<file path="src/rtl/regfile_operand_stage.sv">
// Operand-fetch stage feeding the 16-bit LEGv8 ALU: 32-entry register file with XZR,
// write-back bypass and a single-entry valid/ready output slot. Optional: REGFILE_DEBUG_PORT_EN.
module regfile_operand_stage #(
  parameter int DATA_WIDTH = 16,
  parameter int ADDR_WIDTH = 5,
  parameter int ZERO_REG   = 31
) (
  input  logic                  clock,
  input  logic                  reset_n,
  input  logic                  in_valid,
  output logic                  in_ready,
  input  logic [ADDR_WIDTH-1:0] rs1_addr,
  input  logic [ADDR_WIDTH-1:0] rs2_addr,
  input  logic [DATA_WIDTH-1:0] imm,
  input  logic                  imm_sel,
  input  logic [4:0]            fs_in,
  input  logic                  c0_in,
  input  logic                  wb_en,
  input  logic [ADDR_WIDTH-1:0] wb_addr,
  input  logic [DATA_WIDTH-1:0] wb_data,
  output logic                  out_valid,
  input  logic                  out_ready,
  output logic [DATA_WIDTH-1:0] A,
  output logic [DATA_WIDTH-1:0] B,
  output logic [4:0]            FS,
  output logic                  C0
`ifdef REGFILE_DEBUG_PORT_EN
  ,
  input  logic [ADDR_WIDTH-1:0] dbg_addr,
  output logic [DATA_WIDTH-1:0] dbg_data
`endif
);

  localparam int                  NUM_REGS = 1 << ADDR_WIDTH;
  localparam logic [ADDR_WIDTH-1:0] ZERO_IDX = ADDR_WIDTH'(ZERO_REG);

  logic [DATA_WIDTH-1:0] regs_q [NUM_REGS];

  logic                  out_valid_q;
  logic [DATA_WIDTH-1:0] a_q, b_q;
  logic [4:0]            fs_q;
  logic                  c0_q;

  logic [DATA_WIDTH-1:0] a_d, b_d;
  logic                  accept;

  // NOTE: the register file is reset entry by entry because a cleared file after reset is
  // architecturally visible; this rules out block-RAM mapping, which is acceptable at 32x16.
  always_ff @(posedge clock or negedge reset_n) begin
    if (!reset_n) begin
      for (int i = 0; i < NUM_REGS; i++) regs_q[i] <= '0;
    end else if (wb_en && (wb_addr != ZERO_IDX)) begin
      // NOTE: state is updated with non-blocking assignments so every flop samples
      // pre-edge values regardless of block ordering.
      regs_q[wb_addr] <= wb_data;
    end
  end

  // XZR wins over the bypass, so a discarded write to X31 never leaks into an operand.
  function automatic logic [DATA_WIDTH-1:0] read_src(input logic [ADDR_WIDTH-1:0] src);
    if (src == ZERO_IDX)               return '0;
    if (wb_en && (wb_addr == src))     return wb_data;
    return regs_q[src];
  endfunction

  always_comb begin
    a_d = read_src(rs1_addr);
    b_d = imm_sel ? imm : read_src(rs2_addr);
  end

  assign in_ready = !out_valid_q || out_ready;
  assign accept   = in_valid && in_ready;

  always_ff @(posedge clock or negedge reset_n) begin
    if (!reset_n) begin
      out_valid_q <= 1'b0;
      a_q         <= '0;
      b_q         <= '0;
      fs_q        <= '0;
      c0_q        <= 1'b0;
    end else if (accept) begin
      out_valid_q <= 1'b1;
      a_q         <= a_d;
      b_q         <= b_d;
      fs_q        <= fs_in;
      c0_q        <= c0_in;
    end else if (out_ready) begin
      // Slot drained with nothing behind it; operands keep their last values.
      out_valid_q <= 1'b0;
    end
  end

  assign out_valid = out_valid_q;
  assign A         = a_q;
  assign B         = b_q;
  assign FS        = fs_q;
  assign C0        = c0_q;

`ifdef REGFILE_DEBUG_PORT_EN
  assign dbg_data = (dbg_addr == ZERO_IDX) ? '0 : regs_q[dbg_addr];
`endif

endmodule

</file>
<file path="config.mk">
export PLATFORM = sky130hd
export DESIGN_NAME = regfile_operand_stage
export DESIGN_NICKNAME = d
export VERILOG_FILES = /design/src/rtl/regfile_operand_stage.sv
export SDC_FILE = /design/constraint.sdc
export NUM_CORES = 1
export LEC_CHECK = 0
export BUFFER_PORTS_ARGS = -buffer_cell sky130_fd_sc_hd__buf_4
export CAP_MARGIN = 20
export CORE_MARGIN = 5
export CORE_UTILIZATION = 57
export CTS_CLUSTER_DIAMETER = 200
export DETAILED_ROUTE_END_ITERATION = 6
export PLACE_DENSITY_LB_ADDON = 0.2
export SYNTH_ARGS = -nofsm -noshare
export SYNTH_HDL_FRONTEND = slang
export SYNTH_SLANG_ARGS = --single-unit
export TNS_END_PERCENT = 30
</file>
<file path="constraint.sdc">
create_clock -name clock -period 1.6 [get_ports clock]
set_input_delay 0.24 -clock clock [delete_from_list [all_inputs] [get_ports clock]]
set_output_delay 0.24 -clock clock [all_outputs]
set_load 0.02 [all_outputs]
</file>
# ---- Word level (Yosys, flattened, before mapping)
# Cells that the tools add are included.
dict set report totals {
  ff_bits 551
  input_bits 59
  output_inout_bits 40
  elab_cells 83
}
dict set report classes {
  n_lt_le_gt_ge 4
  n_eq_ne 5
  n_mux 26
  bitwise 3
  n_reduce_logical 8
}
# op count
set op_table {}
lappend op_table {{bitwise mux 512 bit} 1}
lappend op_table {{2-to-1 mux 16 bit} 14}
lappend op_table {{binary-select mux 16 bit (select 5 bit)} 2}
lappend op_table {{demux 16 bit (select 5 bit)} 1}
lappend op_table {{greater-or-equal comparator 6 bit, second input constant} 3}
lappend op_table {{inverter 5 -> 6 bit} 3}
lappend op_table {{== test 5 bit} 2}
lappend op_table {{== test 5 bit, second input constant} 2}
lappend op_table {{2-to-1 mux 1 bit} 8}
lappend op_table {{< comparator 6 x 1 -> 1 bit, second input constant} 1}
lappend op_table {{logical AND 1 bit} 5}
lappend op_table {{inequality test 5 bit, second input constant} 1}
lappend op_table {{nonzero test 2 bit} 1}
lappend op_table {{zero test 1 bit} 1}
lappend op_table {{logical OR 1 bit} 1}

# ---- Depth between registers and ports, before layout
# Gate-level depths: netlist of run 1.
dict set report logic_depth {
  ltp_word 7
  depth_mapped 10
  ltp_nobuf 5
}

# ---- Worst setup path before layout of run 1
# No wires, ideal clock.
dict set report synth_timing {
  path_kind {input to register}
  start {input port rs1_addr[1]}
  end {register a_q[10] (netlist: A[10])}
  setup_ps 130
  t_arrival_ps 1793
  required_time_ps 1470
  slack_ps -323
  stages 6
  path_buffers 3
  path_cell_list {buf_4 buf_2 buf_1 mux4_2 a2111oi_2 o21ai_1}
}
dict set report synth_between {
  elab_chain_len 6
  elab_cells_between_ends 13
  classes_between {eq/ne (2); mux (9); bitwise (1); reduce/logical (1)}
}
# item line
set synth_lines {}
lappend synth_lines {{start: declaration} 12} ;# input logic [ADDR_WIDTH-1:0] rs1_addr,
lappend synth_lines {{inverter 5 -> 6 bit (not written as such) / == test 5 bit (equally long branches)} {63, 62}}
lappend synth_lines {{binary-select mux 16 bit (select 5 bit) / logical AND 1 bit (equally long branches)} {63, 62}}
lappend synth_lines {{2-to-1 mux 16 bit (not written as such) / 2-to-1 mux 1 bit (equally long branches) (2 in series)} {63, 62}}
lappend synth_lines {{2-to-1 mux 16 bit} 63} ;# return regs_q[src];
lappend synth_lines {{2-to-1 mux 16 bit *} 62} ;# if (wb_en && (wb_addr == src)) return wb_data;
lappend synth_lines {{end signal: assignment} 77} ;# a_q <= '0;
lappend synth_lines {{end signal: assignment} 83} ;# a_q <= a_d;
lappend synth_lines {{end: declaration} 40} ;# logic [DATA_WIDTH-1:0] a_q, b_q;
# Mark *: on every way between the ends. The rest lies on a longest branch, timed or not. The select of a mux whose other input is x is not followed.
# A chain may end at the register's enable or synchronous reset.

# ---- Worst setup path after layout of run 1
dict set report layout_timing {
  start {register regs_q[150] in the netlist's numbering}
  end {register b_q[6] (netlist: B[6])}
}
dict set report layout_between {
  elab_chain_len 6
}
# item line
set layout_lines {}
lappend layout_lines {{start: declaration} 37} ;# logic [DATA_WIDTH-1:0] regs_q [NUM_REGS];
lappend layout_lines {{start signal: indexed assignment} 55} ;# regs_q[wb_addr] <= wb_data;
lappend layout_lines {{binary-select mux 16 bit (select 5 bit)} 63}
lappend layout_lines {{2-to-1 mux 16 bit (not written as such) (2 in series)} 63}
lappend layout_lines {{2-to-1 mux 16 bit} 63}
lappend layout_lines {{2-to-1 mux 16 bit} 62}
lappend layout_lines {{2-to-1 mux 16 bit} 68} ;# b_d = imm_sel ? imm : read_src(rs2_addr);
lappend layout_lines {{end signal: assignment} 78} ;# b_q <= '0;
lappend layout_lines {{end signal: assignment} 84} ;# b_q <= b_d;
lappend layout_lines {{end: declaration} 40}
# No other way between the ends. The select of a mux whose other input is x is not followed.

==> results.json, run 1 <==
{
  "fin_crit_sh_pct": 110,
  "htree_levels": 2,
  "tritoncts": "done",
  "insertion_delay_ns": 0.63,
  "yosysMostFrequentCell": "mux2_2",
  "peakVddDrop_mv": 1.00,
  "power_frac_clock_pct": 33.4,
  "hold_violations": 0,
  "power.share.switching_pct": 27.7,
  "worst_pin_slew_ns": 0.589,
  "avgSynthCellArea_um2": 14.1,
  "cellPowerDensity_mw_per_mm2": 1180,
  "syn_to_final_growth_pct": 24.3,
  "setup_viol": 29,
  "postLayoutCoreUtil_pct": 71.6,
  "ys_async_sr_fraction_pct": 100,
  "clock_path_buffers": 3,
  "ys_ff_latch": 551,
  "cts_buffers": 58,
  "root_buffer": "clkbuf_16",
  "clock-sinks": 551,
  "nets": 2462,
  "antenna_found_initial": 0,
  "num_vias": 21400,
  "ys_seq_area_share_pct": 46.6,
  "fin_setup_tns_ns": -1.79,
  "status": "finished with violations",
  "pwr-share-seq_pct": 43.0,
  "drtPass1Iterations": 6,
  "fmax_mhz": 570,
  "p_leak_nw": 16.4,
  "grtUsageTotal_pct": 33.7,
  "ys_types": 55,
  "fin_crit_ns": 1.75,
  "rows": 83,
  "grt_max_degree": 50,
  "synth_area_leaders": "dfrtp_1 (47%), mux2_2 (21%), mux4_2 (13%)",
  "drt-initial-drc-count": 2023,
  "finalWirelength_mm": 95.5,
  "yosysTopAreaCellShare_pct": 46.6,
  "ys_top_cells_by_count": "mux2_2 (561), dfrtp_1 (551), mux4_2 (176)",
  "first_global_vias": 22600,
  "synth_nets": 2154,
  "grt_pass1_wl_mm": 144,
  "num_antenna_cells": 0,
  "final_critical_path_setup_slack_ns": -0.154,
  "rsz0062_at_grt": "yes",
  "combPwrFrac_pct": 23.5,
  "drive_above_1_share_pct": 57.2,
  "critical_path_class": "flop to flop",
  "synth-main-ff-cell": "dfrtp_1",
  "cp_data_required_time_ns": 2.08,
  "maxCapViolations": 0,
  "crit_arrival_ns": 2.23,
  "die_w_um": 238,
  "start_util_pct": 57.6,
  "violations": "setup timing",
  "finalClockSkew_ns": 0.0299,
  "syn-instance-count": 2095,
  "start_kind": "flop",
  "ys_warn_count": 0,
  "hold_slack_ns": 0.0655,
  "dieArea_mm2": 0.0565,
  "slew_violations": 0,
  "endpoint_kind": "flop",
  "io_pins": 99,
  "final_antenna_net_count": 0,
  "hold_class": "primary input to flop",
  "grt_overflow_total": 0,
  "viasPerCell": 6.85,
  "wl_per_cell_um": 30.6,
  "route.detailed.drc": 0,
  "core-area_mm2": 0.0513,
  "syn_area_mm2": 0.0296,
  "synth_top_cell_by_area": "dfrtp_1",
  "p_int_mw": 31.3,
  "portBuffers": 98,
  "fillers": 3391,
  "max-slew-margin-rel_pct": 60.5,
  "hpwl_mm": 64.5,
  "path_max_fanout": 3,
  "synth_edf_count": 0,
  "die_y_um": 238,
  "switchingPower_mw": 12.0,
  "gp_congestion": 0.958,
  "clkTransAtPathRegs_ns": 0.06
}
## layer usage
| metal | share of wire [%] | track usage (%) | vias to the layer above |
|---|---|---|---|
| met5 | 0.084 | 0 | - |
| met4 | 5.8 | 16.8 | 2 |
| li1 | - | - | 8653 |
| met2 | 46 | 52.1 | 1257 |
| met1 | 39 | 45.3 | 11200 |
| met3 | 9.5 | 7.61 | 329 |
## power by group through the flow
stage                     clock (mW)  sequential, mW  combinational, mW
after global placement             0            18.5               9.52
after global routing            15.2            18.9               10.8
after floorplan                    0            18.2               6.40
after CTS                       14.7            18.5               10.1
final                           14.5            18.7               10.2
after detailed placement           0            18.7               9.82
## metrics by stage
step / power, mW / instances / cell area [µm²] / setup slack [ns]
2_1_floorplan: 24.6 / 2095 / 30300 / -0.118
3_3_place_gp: 28.0 / 3003 / 34200 / -0.648
3_5_place_dp: 28.5 / 3003 / 34200 / -0.622
4_1_cts: 43.3 / 3121 / 36600 / -0.130
5_1_grt: 44.9 / 3125 / 36700 / -0.206
6_report: 43.4 / 3125 / 36700 / -0.154
## critical path, stage by stage, from the launching register on
cell and delay, ns:
dfrtp_1 0.40, mux4_2 0.46, mux2i_1 0.21, buf_4 0.16, o2111ai_4 0.14, o22ai_2 0.16, a211oi_2 0.07
## cells in the final DEF, fill, tap and decap left out, types with 4 or more instances in the layout
| cell type | count |
|---|---|
| a221oi_1 | 15 |
| buf_12 | 89 |
| nand2_2 | 6 |
| mux4_2 | 176 |
| nand3b_1 | 6 |
| buf_4 | 361 |
| a21o_1 | 11 |
| nor2_4 | 16 |
| o22ai_1 | 29 |
| o221ai_1 | 15 |
| clkbuf_16 | 59 |
| nand2_1 | 79 |
| o2111ai_1 | 25 |
| mux2i_2 | 5 |
| a221o_1 | 4 |
| a22oi_1 | 43 |
| clkbuf_8 | 14 |
| bufinv_16 | 9 |
| o2111ai_2 | 5 |
| buf_6 | 5 |
| clkinv_2 | 11 |
| mux2_4 | 80 |
| nor3b_2 | 4 |
| o21ai_0 | 14 |
| clkbuf_1 | 7 |
| dfrtp_1 | 550 |
| a211oi_1 | 16 |
| o21ai_2 | 17 |
| mux2i_1 | 136 |
| o21ai_1 | 12 |
| nor2b_2 | 5 |
| or2_2 | 5 |
| nor2_1 | 28 |
| a2111oi_2 | 9 |
| xnor2_1 | 10 |
| mux2_2 | 481 |
| dlygate4sd3_1 | 11 |
| a21oi_1 | 14 |
## sequential cells by signal (all words and copies together) (netlist names)
signal / count
FS: 5
regs_q: 512
C0: 1
B: 16
out_valid: 1
A: 16
## logic make-up after synthesis
family / synth area share, %
AOI/OAI and AO/OA: 6.35
DFF: 46.6
and+or+nand+nor: 3.01
buffers and inverters: 4.01
muxes: 39.7
xor gates and xnor gates: 0.296
## timing repair
| action | CTS | global route |
|---|---|---|
| endpoints found under the setup margin | 33 | 34 |
| gates resized for setup | 52 | 25 |
| buffers inserted | 4 | 4 |
| hold buffers | 11 | 0 |
| pin swaps | 12 | 8 |
| hold endpoints to repair | 322 | 0 |
| gates cloned | 1 | 0 |
## final timing paths
| check | start | endpoint | slack, ns | cells after the start |
|---|---|---|---|---|
| worst min-delay path | imm[5] | B[5] | 0.07 | 3 |
| worst max-delay path | regs_q[150] | B[6] | -0.15 | 6 |
| worst max register to register | regs_q[150] | B[6] | -0.15 | 6 |
| min in group asynchronous | reset_n | regs_q[118] | 0.12 | 2 |
| worst min register to register | regs_q[5] | regs_q[5] | 0.40 | 0 |
| max in group asynchronous | reset_n | C0 | 0.67 | 4 |
## cell type report
class                   count  area (µm²)  share of cell area (%)
repair buffers            469        4700                    12.8
flip-flops and latches    551       13800                    37.5
clock inverters            23         349                   0.950
clock buffers              79        1680                    4.58
multi-input cells        1322       15300                    41.8
well taps                 680         851                    2.32
inverters                   1        3.75                  0.0102
No activity file was read; power rests on OpenSTA's default activity.
==> run 2: changes to the inputs <==
==> constraint.sdc (replaced) <==
create_clock -name clock -period 1.6 [get_ports clock]
set_input_delay 0.08 -clock clock [delete_from_list [all_inputs] [get_ports clock]]
set_output_delay 0.08 -clock clock [all_outputs]
set_load 0.02 [all_outputs]
==> run 2 against run 1 <==
Effect of this change: the flow still finishes with violations (setup timing); clock power down 3%; die area unchanged; via count up 0.29%; sequential share of layout area up 0.10 points; flip-flop and latch count unchanged; critical endpoint is now A[14].
==> results.json, run 2 (synthesized netlist as in run 1, its figures left out) <==
{
  "gp_congestion": 0.936,
  "wl_per_cell_um": 30.7,
  "slew_violations": 0,
  "grt_max_degree": 100,
  "endpoint_kind": "flop",
  "cp_data_required_time_ns": 2.11,
  "viasPerCell": 6.79,
  "finalClockSkew_ns": 0.0191,
  "io_pins": 99,
  "hpwl_mm": 66.3,
  "fin_setup_tns_ns": -0.907,
  "drt-initial-drc-count": 2027,
  "root_buffer": "clkbuf_16",
  "maxCapViolations": 0,
  "clkTransAtPathRegs_ns": 0.06,
  "cts_buffers": 59,
  "hold_class": "primary input to flop",
  "critPathLaunch": "regs_q[286]",
  "peakVddDrop_mv": 0.877,
  "insertion_delay_ns": 0.63,
  "rows": 83,
  "grt_overflow_total": 0,
  "num_vias": 21500,
  "grt_pass1_wl_mm": 146,
  "rsz0062_at_grt": "yes",
  "final_critical_path_setup_slack_ns": -0.0984,
  "status": "finished with violations",
  "setup_viol": 23,
  "critical_path_class": "flop to flop",
  "fin_crit_sh_pct": 106,
  "clock_path_buffers": 3,
  "place_area_mm2": 0.0338,
  "die_y_um": 238,
  "final_antenna_net_count": 0,
  "top_register": "regs_q",
  "antenna_found_initial": 1,
  "die_w_um": 238,
  "core-area_mm2": 0.0513,
  "finalWirelength_mm": 97.1,
  "place_inst": 3008,
  "route.detailed.drc": 0,
  "hold_depth": 4,
  "hold_slack_ns": 0.0423,
  "post_layout_nonfiller_instances": 3161,
  "first_global_vias": 22600,
  "syn_to_final_growth_pct": 23.9,
  "endpoint": "A[14]",
  "start_kind": "flop",
  "tritoncts": "done",
  "final_common_cell": "mux2_2",
  "htree_levels": 2,
  "largest_reg_flops": 512,
  "start_util_pct": 57.6,
  "max-slew-margin-rel_pct": 51.8,
  "grtUsageTotal_pct": 34.1,
  "fin_area_mm2": 0.0366,
  "hold_violations": 0,
  "clock-sinks": 551,
  "portBuffers": 98,
  "reg2regPathDepth": 5,
  "path_max_fanout": 2,
  "reg2reg_setup_slack_ns": -0.1,
  "final_cell_mix": "mux2_2 (560), dfrtp_1 (550), buf_4 (362)",
  "num_antenna_cells": 0,
  "worst_pin_slew_ns": 0.721,
  "fin_crit_ns": 1.70,
  "nets": 2497,
  "postLayoutCoreUtil_pct": 71.4,
  "drive_above_1_share_pct": 55.9,
  "p_total_mw": 42.9,
  "crit_arrival_ns": 2.21,
  "fmax_mhz": 589,
  "cellPowerDensity_mw_per_mm2": 1170,
  "drtPass1Iterations": 5,
  "r2r_end": "A[14]",
  "p_leak_nw": 16.3,
  "dieArea_mm2": 0.0565,
  "violations": "setup timing",
  "r2r-start": "regs_q[286]",
  "post-place-ws_ns": -0.486
}
run 2: area by class of cell:
type / instances / area [µm²]
clock inverters: 12 / 166
fillers: 3427 / 14700
well taps: 680 / 851
multi-input cells: 1321 / 15000
clock buffers: 92 / 1830
repair buffers: 504 / 5030
flip-flops and latches: 551 / 13800
inverters: 1 / 3.75
run 2: timing repair:
item,CTS,global route
pin swaps,13,16
setup buffers,1,0
setup endpoints to repair,31,32
hold buffers,47,0
cloned,1,0
resized for setup,52,24
endpoints found under the hold margin,794,0
run 2: worst min path at each step:
stage,slack (ns),end,start
6_report,0.04,A[9],rs1_addr[4]
5_1_grt,0.04,B[3],imm_sel
2_1_floorplan,-0.22,A[0],reset_n
3_5_place_dp,-0.007,regs_q[53],reset_n
3_3_place_gp,-0.006,regs_q[53],reset_n
4_1_cts,0.0004,A[9],rs1_addr[4]
run 2: critical path: stages (launching register included):
cell and delay, ns:
dfrtp_1 0.40, mux4_2 0.48, and3b_1 0.20, nor4_1 0.17, a31oi_1 0.15, a21o_1 0.19
run 2: per-layer routing:
layer  track usage (%)  part of all wire, %  up-vias
met2              54.3                   47     1205
met4              13.6                  4.5        2
li1                  -                    -     8742
met3              7.96                  9.3      296
met5                 0                0.014        -
met1              45.8                   39    11200
run 2: report_power, final:
part / total [mW] / internal (mW) / switching (mW) / leakage (nW)
sequential: 18.6 / 16.6 / 2.06 / 7.06
combinational: 10.1 / 5.96 / 4.15 / 8.24
clock: 14.1 / 8.43 / 5.70 / 0.987
